===== src/rtl/bip_control.sv =====
// bip_control: multi-cycle control unit for the BIP 16-bit accumulator core.
//
// Fetches an instruction (opcode IR[15:11], operand IR[10:0]), decodes it in one
// cycle, and runs one data-memory access for STO/LD/ADD/SUB. It also drives the
// ALU/accumulator control for the datapath.
//
// Ports:
//   clk_i, rst_i                 clock, asynchronous active-high reset
//   instr_req_o/addr_o/ack_i/data_i   program-memory fetch handshake
//   data_rd_o/wr_o/addr_o/ack_i  data-memory access handshake
//   alu_op_o, sel_b_o, imm_o     ALU op (1=ADD), B source (1=imm), sign-extended imm
//   acc_sel_o, acc_wr_o          accumulator source (1=load value) and write strobe
//   halted_o, illegal_o          core halted, illegal opcode trapped
//
// Build option: define BIP_ILLEGAL_TRAP_EN to halt on an illegal opcode and
// raise illegal_o. Otherwise illegal opcodes execute as NOPs.
module bip_control #(
  parameter int unsigned ADDR_W = 11,
  parameter int unsigned DATA_W = 16
) (
  input  logic              clk_i,
  input  logic              rst_i,
  output logic              instr_req_o,
  output logic [ADDR_W-1:0] instr_addr_o,
  input  logic              instr_ack_i,
  input  logic [DATA_W-1:0] instr_data_i,
  output logic              data_rd_o,
  output logic              data_wr_o,
  output logic [ADDR_W-1:0] data_addr_o,
  input  logic              data_ack_i,
  output logic              alu_op_o,
  output logic              sel_b_o,
  output logic [DATA_W-1:0] imm_o,
  output logic              acc_sel_o,
  output logic              acc_wr_o,
  output logic              halted_o,
  output logic              illegal_o
);

  localparam logic [4:0] OpHlt  = 5'b00000;
  localparam logic [4:0] OpSto  = 5'b00001;
  localparam logic [4:0] OpLd   = 5'b00010;
  localparam logic [4:0] OpLdi  = 5'b00011;
  localparam logic [4:0] OpAdd  = 5'b00100;
  localparam logic [4:0] OpAddi = 5'b00101;
  localparam logic [4:0] OpSub  = 5'b00110;
  localparam logic [4:0] OpSubi = 5'b00111;

  typedef enum logic [1:0] {StFetch, StDecode, StMem, StHalt} state_e;

  state_e            state_q, state_d;
  logic [ADDR_W-1:0] pc_q, pc_d;
  logic [DATA_W-1:0] ir_q, ir_d;

  logic [4:0] opcode;
  logic       is_imm_op;
  logic       is_mem_op;

  assign opcode    = ir_q[DATA_W-1:ADDR_W];
  assign is_imm_op = (opcode == OpLdi) || (opcode == OpAddi) || (opcode == OpSubi);
  assign is_mem_op = (opcode == OpSto) || (opcode == OpLd) || (opcode == OpAdd) ||
                     (opcode == OpSub);

`ifdef BIP_ILLEGAL_TRAP_EN
  logic illegal_q, illegal_d;
`endif

  // State register
  always_ff @(posedge clk_i or posedge rst_i) begin
    if (rst_i) begin
      state_q <= StFetch;
      pc_q    <= '0;
      ir_q    <= '0;
`ifdef BIP_ILLEGAL_TRAP_EN
      illegal_q <= 1'b0;
`endif
    end else begin
      state_q <= state_d;
      pc_q    <= pc_d;
      ir_q    <= ir_d;
`ifdef BIP_ILLEGAL_TRAP_EN
      illegal_q <= illegal_d;
`endif
    end
  end

  // Next-state logic
  always_comb begin
    state_d = state_q;
    pc_d    = pc_q;
    ir_d    = ir_q;
`ifdef BIP_ILLEGAL_TRAP_EN
    illegal_d = illegal_q;
`endif
    unique case (state_q)
      StFetch: begin
        if (instr_ack_i) begin
          ir_d    = instr_data_i;
          state_d = StDecode;
        end
      end
      StDecode: begin
        if (is_imm_op) begin
          pc_d    = pc_q + ADDR_W'(1);
          state_d = StFetch;
        end else if (is_mem_op) begin
          state_d = StMem;
        end else if (opcode == OpHlt) begin
          state_d = StHalt;
        end else begin
`ifdef BIP_ILLEGAL_TRAP_EN
          // Trap: PC stays on the offending instruction.
          illegal_d = 1'b1;
          state_d   = StHalt;
`else
          pc_d    = pc_q + ADDR_W'(1);
          state_d = StFetch;
`endif
        end
      end
      StMem: begin
        if (data_ack_i) begin
          pc_d    = pc_q + ADDR_W'(1);
          state_d = StFetch;
        end
      end
      StHalt: begin
        state_d = StHalt;
      end
      default: begin
        state_d = StFetch;
      end
    endcase
  end

  // Output logic. Requests and strobes are masked during reset so that the
  // reset value of the state (StFetch) does not raise a fetch before release.
  always_comb begin
    instr_req_o = 1'b0;
    data_rd_o   = 1'b0;
    data_wr_o   = 1'b0;
    acc_wr_o    = 1'b0;
    halted_o    = 1'b0;
    unique case (state_q)
      StFetch:  instr_req_o = !rst_i;
      StDecode: acc_wr_o    = !rst_i && is_imm_op;
      StMem: begin
        data_wr_o = !rst_i && (opcode == OpSto);
        data_rd_o = !rst_i && (opcode != OpSto);
        acc_wr_o  = !rst_i && data_ack_i && (opcode != OpSto);
      end
      StHalt:   halted_o    = !rst_i;
      default: ;
    endcase
  end

  assign instr_addr_o = pc_q;
  assign data_addr_o  = ir_q[ADDR_W-1:0];
  assign alu_op_o     = (opcode == OpAdd) || (opcode == OpAddi);
  assign sel_b_o      = is_imm_op;
  assign acc_sel_o    = (opcode == OpLd) || (opcode == OpLdi);
  assign imm_o        = {{(DATA_W - ADDR_W){ir_q[ADDR_W-1]}}, ir_q[ADDR_W-1:0]};

`ifdef BIP_ILLEGAL_TRAP_EN
  assign illegal_o = illegal_q && !rst_i;
`else
  assign illegal_o = 1'b0;
`endif

endmodule


===== config.mk =====
export PLATFORM = sky130hd
export DESIGN_NAME = bip_control
export DESIGN_NICKNAME = d
export VERILOG_FILES = /design/src/rtl/bip_control.sv
export SDC_FILE = /design/constraint.sdc
export NUM_CORES = 1
export LEC_CHECK = 0
export BUFFER_PORTS_ARGS = -buffer_cell sky130_fd_sc_hd__buf_4
export CAP_MARGIN = 10
export CORE_MARGIN = 2
export CORE_UTILIZATION = 43
export DETAILED_ROUTE_END_ITERATION = 7
export PLACE_DENSITY = 0.77
export SYNTH_ARGS = -nofsm -noshare
export SYNTH_HDL_FRONTEND = slang
export SYNTH_SLANG_ARGS = --single-unit

===== constraint.sdc =====
create_clock -name clk_i -period 1.7 [get_ports clk_i]
set_clock_uncertainty 0.1 [all_clocks]
set_input_delay 0.085 -clock clk_i [delete_from_list [all_inputs] [get_ports clk_i]]
set_output_delay 0.085 -clock clk_i [all_outputs]
set_load 0.005 [all_outputs]

Word level (Yosys, flattened, before mapping). Index checks and enable logic that the tools add are counted.

Add/sub/neg operators: 1. Eq/ne operators: 15. Mux-type cells: 16. Reductions and logical operators: 19.

Operator list (number): 11-bit 2-to-1 mux (4); 11-bit one-hot mux with 2 select lines (1); 5-bit by 3-bit equality test with 1-bit output, second input constant (4); 11-bit by 1-bit adder with 11-bit output, second input constant (1); 5-bit by 2-bit equality test with 1-bit output, second input constant (2); 2-bit 2-to-1 mux (5); 2-bit one-hot mux with 4 select lines (1); 1-bit logical OR (7); 3-bit != test, second input constant (2); 5-bit by 1-bit equality test with 1-bit output, second input constant (1); 1-bit logical AND (5); 5-bit zero test (1); 5-bit by 1-bit != test with 1-bit output, second input constant (1); 2-bit equality test, second input constant (2); 1-bit 2-to-1 mux (4); 2-bit != test, second input constant (2); 2-bit AND reduction (2); 4-bit AND reduction (1); 2-bit by 1-bit equality test with 1-bit output, second input constant (1); 2-bit zero test (1); 1-bit one-hot mux with 2 select lines (1); 2-bit nonzero test (1); 1-bit zero test (1).

Flip-flop bits (word level): 29. Input bits: 20. Logic and storage cells: 54.

Longest topological paths before layout. Gate-level depths: netlist of run 1.

Depth in word-level cells: 7. Gate-level depth with buffers: 6.

Least setup slack after synthesis of run 1. OpenSTA, ideal clock, no wires.

Kind: reg-to-reg. Start: reg state_q[1]. End: reg pc_q[8] (netlist: instr_addr_o[8]). Setup time: 123 ps. Data arrival time: 1561 ps. Data required time: 1477 ps. Slack: -84 ps. Cell stages (with the launch flop): 7. Buffers on the path: 0. Cells stage by stage: dfrtp_1 -> inv_1 -> ha_1 -> mux2i_2 -> a311oi_2 -> nand4_1 -> xnor2_1.

Longest elaborated chain between the ends: 3. Elaborated cells on any way between the ends: 8. Those cells by class: eq/ne: 5; mux: 1; reduce/logical: 2.

Ends and longest elaborated chain: start: declaration (line 51) `state_e state_q, state_d;`; start signal: assignment (line 71) `state_q <= StFetch;`; start signal: assignment (line 78) `state_q <= state_d;`; 2-bit by 1-bit equality test with 1-bit output or 2-bit equality test (tied branches) (line 95) `unique case (state_q)`; 3-bit != test (no source line) (tied with other cells); 4-bit AND reduction (no source line); end signal: assignment (line 79) `pc_q <= pc_d;`; end: declaration (line 52) `logic [ADDR_W-1:0] pc_q, pc_d;`.

Several ways; a longest one is shown, not always the timed one. A chain may end at the register's enable or synchronous reset.

Worst setup path in the final report of run 1.
Start: reg state_q[1]. End: out acc_wr_o.

Longest elaborated chain between the ends: 2. Elaborated cells on any way between the ends: 3. Those cells by class: eq/ne: 2; mux: 1.

Ends and longest elaborated chain: 2-bit equality test or 2-bit by 1-bit equality test with 1-bit output (tied branches) (line 144) `unique case (state_q)`; 1-bit one-hot mux with 2 select lines (*) (line 144); end: declaration (line 35) `output logic acc_wr_o,`.

Mark *: on every way between the ends. The rest lies on a longest branch, timed or not.

==> results.yml, run 1 <==
power:
  power.leakage_nw: 1.15
  total_power_mw: 4.17
  vdd_drop_max_mv: 0.863
  p_per_area_nw_per_um2: 1700
yosys:
  yosysTopAreaCellShare_pct: 46.3
  synth_edf_count: 0
  ys_top_cells_by_count: "29 x dfrtp_1, 28 x buf_4, 17 x mux2_2"
  synthTopCellsByArea: "dfrtp_1 46%, buf_4 13%, mux2_2 12%, ha_1 4.8%, xnor2_1 4.5%"
  ys_seq_elements: 29
  synth.distinct_cells: 29
  syn_inst: 137
  ys_seq_area_share_pct: 46.3
  syn_nets: 163
  ys_warn_count: 0
  yosysTopAreaCell: "dfrtp_1"
  avgSynthCellArea_sq_um: 11.5
  async_flop_share_pct: 100
  yosysMostFrequentCell: "dfrtp_1"
  synth_area_sq_um: 1570
  ys.flop_type: "dfrtp_1"
status:
  violations: "setup timing"
  status: "finished, violations left"
global_routing:
  grt_max_degree: 30
  grt_pass1_vias: 1269
  grt_usage_pct: 18.7
  grt-ovfl-total: 0
  antenna_found_initial: 0
  grt_pass1_wl_mm: 5.83
cells_and_area:
  final_nets: 242
  areaGrowthSynthToFinish_pct: 56.1
  fin_cells: 263
  fin_util_pct: 71.7
  diodes: 0
  drive_above_1_share_pct: 61.3
  nFillCells: 229
timing:
  finalCriticalPeriod_ps: 1890
  fin_crit_sh_pct: 111
  fin_setup_tns_ps: -1220
  rsz0062_at_grt: "yes"
  setup_viol: 11
  clock.fmax_mhz: 528
  worst_slack_ps: -194
  drv_slew: 0
  hold_viol_final: 0
place:
  placed_cells: 231
  hpwl_mm: 2.50
  preCtsSetupSlack_ps: -113
  portBuffers: 65
  globalplace.congestion: 0.794
detailed_routing:
  drc: 0
  drt_pre_antenna_iters: 4
  wl_per_cell_um: 15.4
  drt_iter0_drc: 44
  detail-route-antenna-nets: 0
  dr_total_vias: 1299
  vias_per_cell: 4.94
  drt_wl_total_mm: 4.06
critical_path:
  crit_chain: "inv_2 > ha_4 > buf_4 > and3_2 > o21a_1 > buf_4"
  crit_path_start_kind: "flop"
  cpMostUsedCell: "buf_4"
  path_class: "reg -> out"
  crit_fanout: 6
  critPathMaxStageDelay_ps: 470
  worst-path-buf-inv: 3
  ff2ff_setup_slack_ps: -160
  cpMaxStageDelayCell: "dfrtp_1"
  worstPathArrival_ps: 1710
  worstSetupEndpointType: "output pin"
  cp_data_required_time_ps: 1510
  cp_top_family: "flip-flops"
floorplanning:
  die_y_um: 64.4
  ios: 67
  start_util_pct: 45.9
  fp.dieW_um: 64.4
  die-area_sq_um: 4150
  rows: 21
  core_sq_um: 3420
clock_network:
  path_clk_slew_ps: 100
  htreeDepth: 2
  clock_latency_ps: 340
  root_buffer: "clkbuf_4"
  cts_tree: "built"
  ctsLongestPathBuffers: 2
  clock_sink_count: 29
  cts_made_buffers: 5
worst_hold_path:
  holdCritPathClass: "in -> reg"
flow_run:
  cap_violations: 0
tightest hold or removal path: cells and delay by family:
family	cells	cell delay, ps
AO/OA/AOI/OAI	2	220
buffers and inverters	1	100
AND/OR/NAND/NOR	1	100
cell type report:
class	instances	area, sq um	share of cell area, %
sequential	29	727	29.7
clock inverter	1	5.00	0.204
inverter	6	22.5	0.920
multi-input combinational	73	751	30.7
timing repair buffer	101	821	33.5
tap	46	57.6	2.35
clock buffer	7	65.1	2.66
cell usage in the layout (no fill, tap or decap), drive strengths merged, types with 2 or more instances in the layout:
cell         synthesis  final
a311oi               3      3
a31oi                3      3
and4                 2      2
buf                 29     84
clkbuf               0      7
dfrtp               29     29
dlygate4sd3          0     17
ha                   6      6
inv                  6      6
mux2                17     17
nand2                7      7
nand3                4      4
nand4                2      2
nor2                 4      4
nor3                 2      2
nor4b                2      2
o21ai                2      2
xnor2                8      8
xor2                 2      2
final timing paths:
path / from / to / cells past startpoint
worst max-delay path: state_q[1] / acc_wr_o / 6
worst min-delay path: instr_ack_i / state_q[1] / 4
worst max register to register: state_q[1] / instr_addr_o[8] / 7
worst min register to register: instr_addr_o[10] / instr_addr_o[10] / 1
max in group asynchronous: rst_i / ir_q[14] / 4
min in group asynchronous: rst_i / ir_q[11] / 4
where the power goes:
| part | internal, mW | total [mW] | switching [mW] | leakage (nW) |
|---|---|---|---|---|
| clock | 0.239 | 0.487 | 0.247 | 0.0413 |
| combinational | 1.38 | 2.34 | 0.959 | 0.752 |
| sequential | 0.991 | 1.34 | 0.351 | 0.355 |
| total | 2.61 | 4.17 | 1.56 | 1.15 |
through the flow:
stage,instance area [sq um],hold WS (ps)
floorplan,1570,68.5
CTS,2310,42.4
global route,2450,82.0
detailed placement,2000,132
global placement,2000,119
finish,2450,94.4
state kept, by name, summed over array words and instances (netlist names):
register and flops:
ir_q 16, state_q 2, instr_addr_o 11
per-layer routing:
metal,track usage (%),vias up,routed length (um)
li1,-,601,-
met1,20.6,630,1570
met2,33.9,56,2090
met3,5.28,12,292
met4,7.45,0,105
met5,0,-,0
timing repair:
item,4_1_cts,5_1_grt
gates resized for setup,8,23
endpoints found under the hold margin,45,0
endpoints found under the setup margin,11,15
pin swaps,3,4
hold buffers,17,0
buffers inserted,3,4
logic make-up (layout without fill, tap and decap cells):
kind of cell | Yosys count | after routing | share of synthesized area (%)
buffers and inverters | 35 | 115 | 15.2
flip-flops | 29 | 29 | 46.3
AND/OR/NAND/NOR | 27 | 27 | 9.25
multiplexers | 18 | 18 | 13.1
AO/OA/AOI/OAI | 11 | 11 | 5.66
XOR/XNOR | 10 | 10 | 5.58
adder cells (fa/ha/maj) | 6 | 6 | 4.78
other | 1 | 1 | 0.239
Note: power is estimated with default switching activity, not from simulation.
==> run 2, diff against run 1 <==
==> config.mk (replaced) <==
export PLATFORM = sky130hd
export DESIGN_NAME = bip_control
export DESIGN_NICKNAME = d
export VERILOG_FILES = /design/src/rtl/bip_control.sv
export SDC_FILE = /design/constraint.sdc
export NUM_CORES = 1
export LEC_CHECK = 0
export ABC_AREA = 1
export CAP_MARGIN = 10
export CORE_MARGIN = 2
export CORE_UTILIZATION = 50
export DETAILED_ROUTE_END_ITERATION = 7
export DONT_BUFFER_PORTS = 1
export PLACE_DENSITY = 0.69
export SYNTH_ARGS = -nofsm -noshare
export SYNTH_HDL_FRONTEND = slang
export SYNTH_SLANG_ARGS = --single-unit
==> run 2 against run 1 <==
The run now ends clean. Final cell count fell by 1.5%. Utilization down 13 points. Maximum frequency grew 13%. Sequential cell count unchanged. Setup slack better by 220 ps. Critical endpoint is now ir_q[1]. Largest cell class is now multi-input combinational cells.
==> results.yml, run 2 <==
status:
  status: "finished clean"
cells_and_area:
  fin_cells: 259
  diodes: 0
  regMostFlops: "ir_q"
  final_nets: 238
  final_common_cell: "nand2_1"
  most-common-layout-cells: "49 x nand2_1, 28 x dfrtp_1, 20 x inv_1, 18 x nor2_1, 18 x dlygate4sd3_1"
  largest_reg_flops: 16
  areaGrowthSynthToFinish_pct: 10.9
  drive_above_1_share_pct: 23.0
yosys:
  yosysTopAreaCell: "dfrtp_1"
  async_flop_share_pct: 100
  ys.flop_type: "dfrtp_1"
  syn_nets: 237
  yosysTopAreaCellShare_pct: 40.9
  ys_warn_count: 0
  ys_top_cells_by_count: "49 x nand2_1, 29 x buf_4, 29 x dfrtp_1"
  syn_inst: 211
  avgSynthCellArea_sq_um: 8.40
  synth_edf_count: 0
  synthTopCellsByArea: "dfrtp_1 41%, buf_4 12%, nand2_1 10%, mux2_2 7.6%, inv_1 5.1%"
  synth_area_sq_um: 1770
  yosysMostFrequentCell: "nand2_1"
  synth.distinct_cells: 25
  ys_seq_area_share_pct: 40.9
  ys_seq_elements: 29
critical_path:
  crit_chain: "inv_2 > buf_4 > ha_1 > nand2_1 > buf_4 > mux2_2"
  critPathMaxStageDelay_ps: 400
  worstSetupEndpointType: "flop"
  cp_top_family: "buffers and inverters"
  r2r-start: "state_q[1]"
  cpMostUsedCell: "buf_4"
  worstPathArrival_ps: 1790
  worst-path-buf-inv: 3
  critPathLaunch: "state_q[1]"
  cp_data_required_time_ps: 1820
  cpMaxStageDelayCell: "dfrtp_1"
  crit_fanout: 10
  path_class: "reg -> reg"
  crit_path_start_kind: "flop"
global_routing:
  grt_max_degree: 30
  grt-ovfl-total: 0
  grt_pass1_wl_mm: 5.62
  grt_pass1_vias: 1241
  antenna_found_initial: 0
  grt_usage_pct: 18.3
place:
  placed_cells: 228
  preCtsSetupSlack_ps: 64.0
  globalplace.congestion: 0.733
  hpwl_mm: 2.28
  portBuffers: 0
detailed_routing:
  wl_per_cell_um: 13.2
  drt_pre_antenna_iters: 4
  drc: 0
  dr_total_vias: 1246
  vias_per_cell: 4.81
  detail-route-antenna-nets: 0
  drt_iter0_drc: 39
  drt_wl_total_mm: 3.43
power:
  p_per_area_nw_per_um2: 1480
  vdd_drop_max_mv: 0.743
  switching_share_pct: 41.1
  power.leakage_nw: 0.925
  power_frac_comb_pct: 38.1
  seqPwrFrac_pct: 44.9
  p_int_mw: 1.72
  clockPowerShare_pct: 16.9
  p_sw_mw: 1.20
clock_network:
  cts_made_buffers: 5
  htreeDepth: 2
  path_clk_slew_ps: 90
  cts_tree: "built"
  root_buffer: "clkbuf_4"
  clock_latency_ps: 340
  ctsLongestPathBuffers: 2
  clock_sink_count: 29
flow_run:
  cap_violations: 0
timing:
  rsz0062_at_grt: "yes"
  fin_setup_tns_ps: 0
  fin_hold_ws_ps: 97.9
  finalCriticalPeriod_ps: 1670
  worst_slack_ps: 26.8
  setup_viol: 0
  drv_slew: 0
  fin_crit_sh_pct: 98.4
  hold_viol_final: 0
  clock.fmax_mhz: 598
floorplanning:
  ios: 67
  rows: 21
  start_util_pct: 52.7
  core_sq_um: 3360
  die_y_um: 63.5
  fp.dieW_um: 63.5
  die-area_sq_um: 4040
worst_hold_path:
  holdCritStartpoint: "rst_i"
  holdCritPathClass: "in -> out"
==> run 2: cell types whose count changed after synthesis, sizes merged, moves of 4 or more <==
cell   before  now
nor2        4   23
nand2       7   51
a21oi       0    5
inv         6   26
mux2       17   12
nand3       4    9
xnor2       8    4
==> run 2: worst paths after layout <==
| path | slack (ps) | cells after the start | endpoint |
|---|---|---|---|
| worst min register to register | 440 | 2 | instr_addr_o[10] |
| min in group asynchronous | 220 | 3 | ir_q[4] |
| worst max register to register | 30 | 6 | ir_q[1] |
| worst min-delay path | 100 | 1 | data_wr_o |
| max in group asynchronous | 990 | 3 | state_q[0] |
| worst max-delay path | 30 | 6 | ir_q[1] |
==> run 2: cells by family (layout without fill, tap and decap cells) <==
logic type                 count (synthesis)  after routing  synth area share [%]
other                                      1              1                 0.212
DFF                                       29             29                  40.9
buffers and inverters                     58             60                  19.0
and+or+nand+nor                           89             89                  22.2
xor gates and xnor gates                   4              4                  1.98
muxes                                     12             12                  7.62
adders and majority gates                  6              6                  4.23
AOI/OAI and AO/OA                         12             12                  3.81
==> run 2: timing repair <==
action / CTS / global route
setup buffers: 2 / 3
hold endpoints to repair: 47 / 0
pin swaps: 1 / 4
setup endpoints to repair: 1 / 3
gates resized for setup: 10 / 8
hold buffers: 18 / 0
==> run 2: power by group through the flow <==
stage	logic, mW	clock network [mW]	registers [mW]
finish	1.11	0.494	1.31
global route	1.26	0.540	1.36
CTS	1.05	0.512	1.30
detailed placement	0.964	0	1.30
global placement	0.943	0	1.29
floorplan	1.36	0	1.17
==> run 2: cell type report <==
cell class,instances,area (sq um)
fillers,323,1400
multi-input cells,124,767
flip-flops and latches,29,727
repair buffers,26,244
inverters,26,100
clock buffers,7,65.1
well taps,46,57.6
clock inverters,1,5.00
==> run 2: metal layers <==
metal | GRT usage (%) | vias to the layer above | routed length [um]
li1 | - | 625 | -
met1 | 20.0 | 569 | 1450
met2 | 29.7 | 46 | 1590
met3 | 8.75 | 6 | 314
met4 | 8.70 | 0 | 69
met5 | 0 | - | 0
==> run 2: stage by stage <==
stage / power, mW / instance area, sq um / util, %
after floorplan: 2.52 / 1770 / -
after global placement: 2.23 / 1610 / 48.0
after detailed placement: 2.27 / 1610 / 48.0
after CTS: 2.86 / 1910 / 56.8
after global routing: 3.16 / 1970 / 58.4
final: 2.91 / 1970 / 58.4
